### config.mk
export PLATFORM = sky130hd
export DESIGN_NAME = serial_receiver
export DESIGN_NICKNAME = d
export VERILOG_FILES = /design/src/rtl/serial_receiver.sv
export SDC_FILE = /design/constraint.sdc
export NUM_CORES = 1
export LEC_CHECK = 0
export CORE_AREA = 8 8 89 91
export DETAILED_ROUTE_END_ITERATION = 8
export DIE_AREA = 0 0 97 99
export PLACE_DENSITY = 0.7
export SLEW_MARGIN = 20
export SYNTH_ARGS = -nofsm -noshare
export SYNTH_HDL_FRONTEND = slang
export SYNTH_SLANG_ARGS = --single-unit
### constraint.sdc
create_clock -name clock -period 2.5 [get_ports clock]
set_input_delay 0.5 -clock clock [delete_from_list [all_inputs] [get_ports clock]]
set_output_delay 0.5 -clock clock [all_outputs]
set_load 0.005 [all_outputs]
### src/rtl/serial_receiver.sv
// Serial-to-parallel receiver: rebuilds an MSB-first word by sampling at mid-bit,
// then presents it on data_out behind a valid/ack handshake.
module serial_receiver #(
   parameter int WIDTH      = 12,
   parameter int BIT_CYCLES = 50_000_000
) (
   input  logic                         clock,
   input  logic                         reset_n,
   input  logic                         start,
   input  logic                         serial_in,
   input  logic                         ack,
   output logic [WIDTH-1:0]             data_out,
   output logic                         valid,
   output logic                         busy,
   output logic [$clog2(WIDTH+1)-1:0]   bit_count
);

   localparam int BCW   = $clog2(WIDTH + 1);
   localparam int CNT_W = (BIT_CYCLES > 2) ? $clog2(BIT_CYCLES) : 1;
   localparam int HALF  = BIT_CYCLES / 2;

   localparam logic [CNT_W-1:0] HALF_LOAD = CNT_W'(HALF - 1);
   localparam logic [CNT_W-1:0] BIT_LOAD  = CNT_W'(BIT_CYCLES - 1);
   localparam logic [BCW-1:0]   LAST_BIT  = BCW'(WIDTH - 1);

   typedef enum logic [1:0] {
      IDLE  = 2'd0,
      ALIGN = 2'd1,
      SHIFT = 2'd2,
      DONE  = 2'd3
   } state_t;

   state_t             state_q;
   logic [CNT_W-1:0]   cnt_q;
   logic [WIDTH-1:0]   shift_q;
   logic [WIDTH-1:0]   data_q;
   logic               valid_q;
   logic               busy_q;
   logic [BCW-1:0]     bit_cnt_q;

   logic [WIDTH-1:0]   shift_d;
   logic [CNT_W-1:0]   cnt_dec_d;
   logic               cnt_zero_d;

   // Shared next values: shift-in word, counter decrement, sample strobe.
   always_comb begin
      shift_d    = {shift_q[WIDTH-2:0], serial_in};
      cnt_dec_d  = cnt_q - CNT_W'(1);
      cnt_zero_d = (cnt_q == {CNT_W{1'b0}});
   end

   // Capture FSM; every output is a register updated alongside the state.
   always_ff @(posedge clock or negedge reset_n) begin
      if (!reset_n) begin
         state_q   <= IDLE;
         cnt_q     <= {CNT_W{1'b0}};
         shift_q   <= {WIDTH{1'b0}};
         data_q    <= {WIDTH{1'b0}};
         valid_q   <= 1'b0;
         busy_q    <= 1'b0;
         bit_cnt_q <= {BCW{1'b0}};
      end else begin
         case (state_q)
            IDLE: begin
               if (start) begin
                  state_q <= ALIGN;
                  cnt_q   <= HALF_LOAD;
                  busy_q  <= 1'b1;
               end else begin
                  busy_q  <= 1'b0;
               end
            end
            ALIGN: begin
               if (cnt_zero_d) begin
                  shift_q   <= shift_d;
                  bit_cnt_q <= BCW'(1);
                  cnt_q     <= BIT_LOAD;
                  state_q   <= SHIFT;
               end else begin
                  cnt_q     <= cnt_dec_d;
               end
            end
            SHIFT: begin
               if (cnt_zero_d) begin
                  shift_q <= shift_d;
                  // Final sample completes the word on this same edge.
                  if (bit_cnt_q == LAST_BIT) begin
                     data_q    <= shift_d;
                     valid_q   <= 1'b1;
                     busy_q    <= 1'b0;
                     bit_cnt_q <= {BCW{1'b0}};
                     state_q   <= DONE;
                  end else begin
                     bit_cnt_q <= bit_cnt_q + BCW'(1);
                     cnt_q     <= BIT_LOAD;
                  end
               end else begin
                  cnt_q <= cnt_dec_d;
               end
            end
            DONE: begin
               if (ack) begin
                  valid_q <= 1'b0;
                  state_q <= IDLE;
               end else begin
                  valid_q <= 1'b1;
               end
            end
            default: begin
               state_q   <= IDLE;
               valid_q   <= 1'b0;
               busy_q    <= 1'b0;
               bit_cnt_q <= {BCW{1'b0}};
            end
         endcase
      end
   end

   assign data_out  = data_q;
   assign valid     = valid_q;
   assign busy      = busy_q;
   assign bit_count = bit_cnt_q;

endmodule

==> flow_metrics.py <==
metrics = {
    "status": {
        "status": "finished clean",
    },
    "route": {
        "drtIter0Drc": 191,
        "drt-pass1-iter-count": 5,
        "postRouteWirelength_um": 7340,
        "drc": 0,
        "viasPerCell": 5.99,
        "antenna_left": 0,
        "vias": 2676,
        "wl_per_cell_um": 16.4,
    },
    "logic_synthesis": {
        "synth-seq-area-share": 0.467,
        "synth.area.mux_share": 0.0471,
        "synth_area_leaders": "dfrtp_1 47%, nand2_1 6.8%, mux2_2 4.1%, ha_1 3.3%, nor2_1 2.8%",
        "synthesis.nets": 339,
        "synth-edff-count": 0,
        "syn_area_um2": 3050,
        "yosys.area_share.simple": 0.238,
        "ys_async_sr_fraction": 1.00,
        "yosysTopAreaCellShare": 0.467,
        "yosys_warnings": 0,
        "synth_top_area_cell": "dfrtp_1",
        "syn_inst": 326,
        "synth_compound_area_frac": 0.177,
        "synthAdderAreaFrac": 0.0328,
        "avgSynthCellArea_um2": 9.36,
        "synth_cell_types": 53,
        "ys.flop_type": "dfrtp_1",
        "synth_xor_area_frac": 0,
        "synth_top_family_by_area": "simple AND/OR/NAND/NOR gates",
        "yosys_register_bits": 57,
    },
    "grt": {
        "grt.busiest_layer": "met2",
        "gr-usage-met3": 0.0504,
        "grt_pass1_wl_um": 12400,
        "grt_pass1_vias": 2547,
        "grt_max_degree": 35,
        "grtUsageMet1": 0.194,
        "grt_antenna_before_repair": 0,
        "grt_util_met2": 0.253,
        "grt_use_total": 0.158,
        "overflow": 0,
    },
    "timing": {
        "fin_crit_sh": 0.935,
        "rsz0062_at_grt": "no",
        "max_freq_ghz": 0.428,
        "hold_viol_final": 0,
        "period_needed_ns": 2.34,
        "setup_tns_ns": 0,
        "maxSlewHeadroom": 0.620,
        "finClkSkew_ns": 0.00929,
        "drv_slew": 0,
        "holdWs_ns": 0.139,
        "finalSetupViolCount": 0,
        "worst_slew_pin_slew_ns": 0.571,
    },
    "final_layout": {
        "stdcell_count": 447,
        "layout_commonest_cell": "dfrtp_1",
        "nets": 375,
        "nFillCells": 580,
        "drive_gt1_frac": 0.161,
        "syn_to_final_growth_pct": 20.8,
        "num_antenna_cells": 0,
        "final_cell_mix": "57 x dfrtp_1, 55 x nand2_1, 23 x nor2_1",
        "finalInstanceArea_um2": 3690,
    },
    "critical_path": {
        "cp_max_fo": 13,
        "cp-end-kind": "flip-flop",
        "cp-start-kind": "flip-flop",
        "worstSetupPathType": "reg2reg",
        "worstPathArrival_ns": 2.56,
        "worst_ep_required_time_ns": 2.72,
    },
    "power": {
        "p_sw_mw": 1.29,
        "pwr-share-seq": 0.315,
        "power_frac_comb": 0.393,
        "power_density_nw_per_um2": 913,
        "p_int_mw": 2.08,
        "p_clk_frac": 0.292,
        "ir_worst_vdd_mv": 0.752,
        "power_leakage_nw": 1.60,
        "sw_frac_of_total": 0.384,
        "p_total_mw": 3.37,
    },
    "min_path": {
        "holdCritPathClass": "in2async",
    },
    "clock_tree": {
        "clk_pin_slew_worst_paths_ns": 0.08,
        "post_cts_buffers": 0,
        "clk_latency_ns": 0.34,
        "h-tree-depth": 3,
        "cts_hold_buf": 0,
        "cts_made_buffers": 9,
        "cts_buffer_depth": 2,
        "clock-sinks": 57,
        "clockRootBuffer": "clkbuf_8",
        "cts_tree": "yes",
        "cts_resized": 0,
    },
    "place": {
        "routabilityCongestion": 0.921,
        "io_buffer_count": 22,
        "dp.cells": 431,
        "placed_area_um2": 3460,
        "dp_hpwl_um": 5150,
    },
    "floorplanning": {
        "core_um2": 6570,
        "num_rows": 30,
        "die_y_um": 99,
        "io_pins": 23,
        "start_util": 0.465,
        "die_area_um2": 9600,
        "fp.dieW_um": 97,
    },
    "flow_run": {
        "drv_cap": 0,
    },
}
registers in the layout, summed over array words and instances, names as in the netlist:
signal / cells
cnt_q: 26
data_out: 12
shift_q: 11
bit_count: 4
state_q: 2
busy: 1
valid: 1
layout make-up:
class                           count  area [um^2]  area share
Multi-Input combinational cell    240         1510       0.410
Sequential cell                    57         1430       0.387
Timing Repair Buffer               42          378       0.102
Clock buffer                        9          124      0.0336
Clock inverter                      7          103      0.0278
Tap cell                           80          100      0.0271
Inverter                           12         45.0      0.0122
worst max-delay path, stage by stage (launching register included):
cell and delay [ns]:
dfrtp_1 0.44, nor4_2 0.39, nand4_2 0.16, buf_4 0.21
nor4_2 0.30, nand2_1 0.34, mux2_2 0.38
final timing paths:
check                         endpoint  slack, ns  depth (start not counted)   startpoint
setup / recovery            shift_q[8]       0.16                          6    cnt_q[10]
hold / removal             data_out[6]       0.14                          1      reset_n
setup reg to reg            shift_q[8]       0.16                          6    cnt_q[10]
hold reg to reg            data_out[9]       0.47                          2  data_out[9]
max in group asynchronous     cnt_q[0]       1.77                          2      reset_n
min in group clock         data_out[9]       0.47                          2  data_out[9]
metal layers:
layer	wire (um)	vias up	part of all wire
met2	3430	96	0.47
li1	-	1270	-
met4	134	0	0.018
met1	3300	1296	0.45
met3	467	14	0.064
met5	0	-	0
power by group through the flow:
| stage | registers [mW] | clock network, mW | logic (mW) |
|---|---|---|---|
| detailed placement | 1.08 | 0 | 1.31 |
| CTS | 1.06 | 0.997 | 1.31 |
| finish | 1.06 | 0.984 | 1.32 |
| global route | 1.07 | 1.04 | 1.48 |
| global placement | 1.08 | 0 | 1.28 |
| floorplan | 1.06 | 0 | 0.861 |
cell families (layout without fill, tap and decap cells):
logic type	Yosys count	after routing
simple gates	141	141
compound gates	78	78
flops	57	57
buf+inv	29	70
mux	13	13
fa+ha+maj	8	8
cell usage after synthesis (5+ instances only):
master,instances
nor2_1,23
dfrtp_1,57
o21ai_0,15
mux2_2,11
nor3_1,12
nand4_1,5
or3_1,6
a31oi_1,9
nor4_1,6
nand2_1,55
clkbuf_1,12
ha_1,8
o31ai_1,8
nand3_1,7
a21oi_1,10
inv_1,12
through the flow:
step,utilization,worst slack [ns]
after global routing,0.562,0.00501
after global placement,0.527,0.235
after floorplan,-,0.312
after CTS,0.562,0.149
after detailed placement,0.527,0.179
final,0.562,0.163
(Power assumes the default switching activity.)
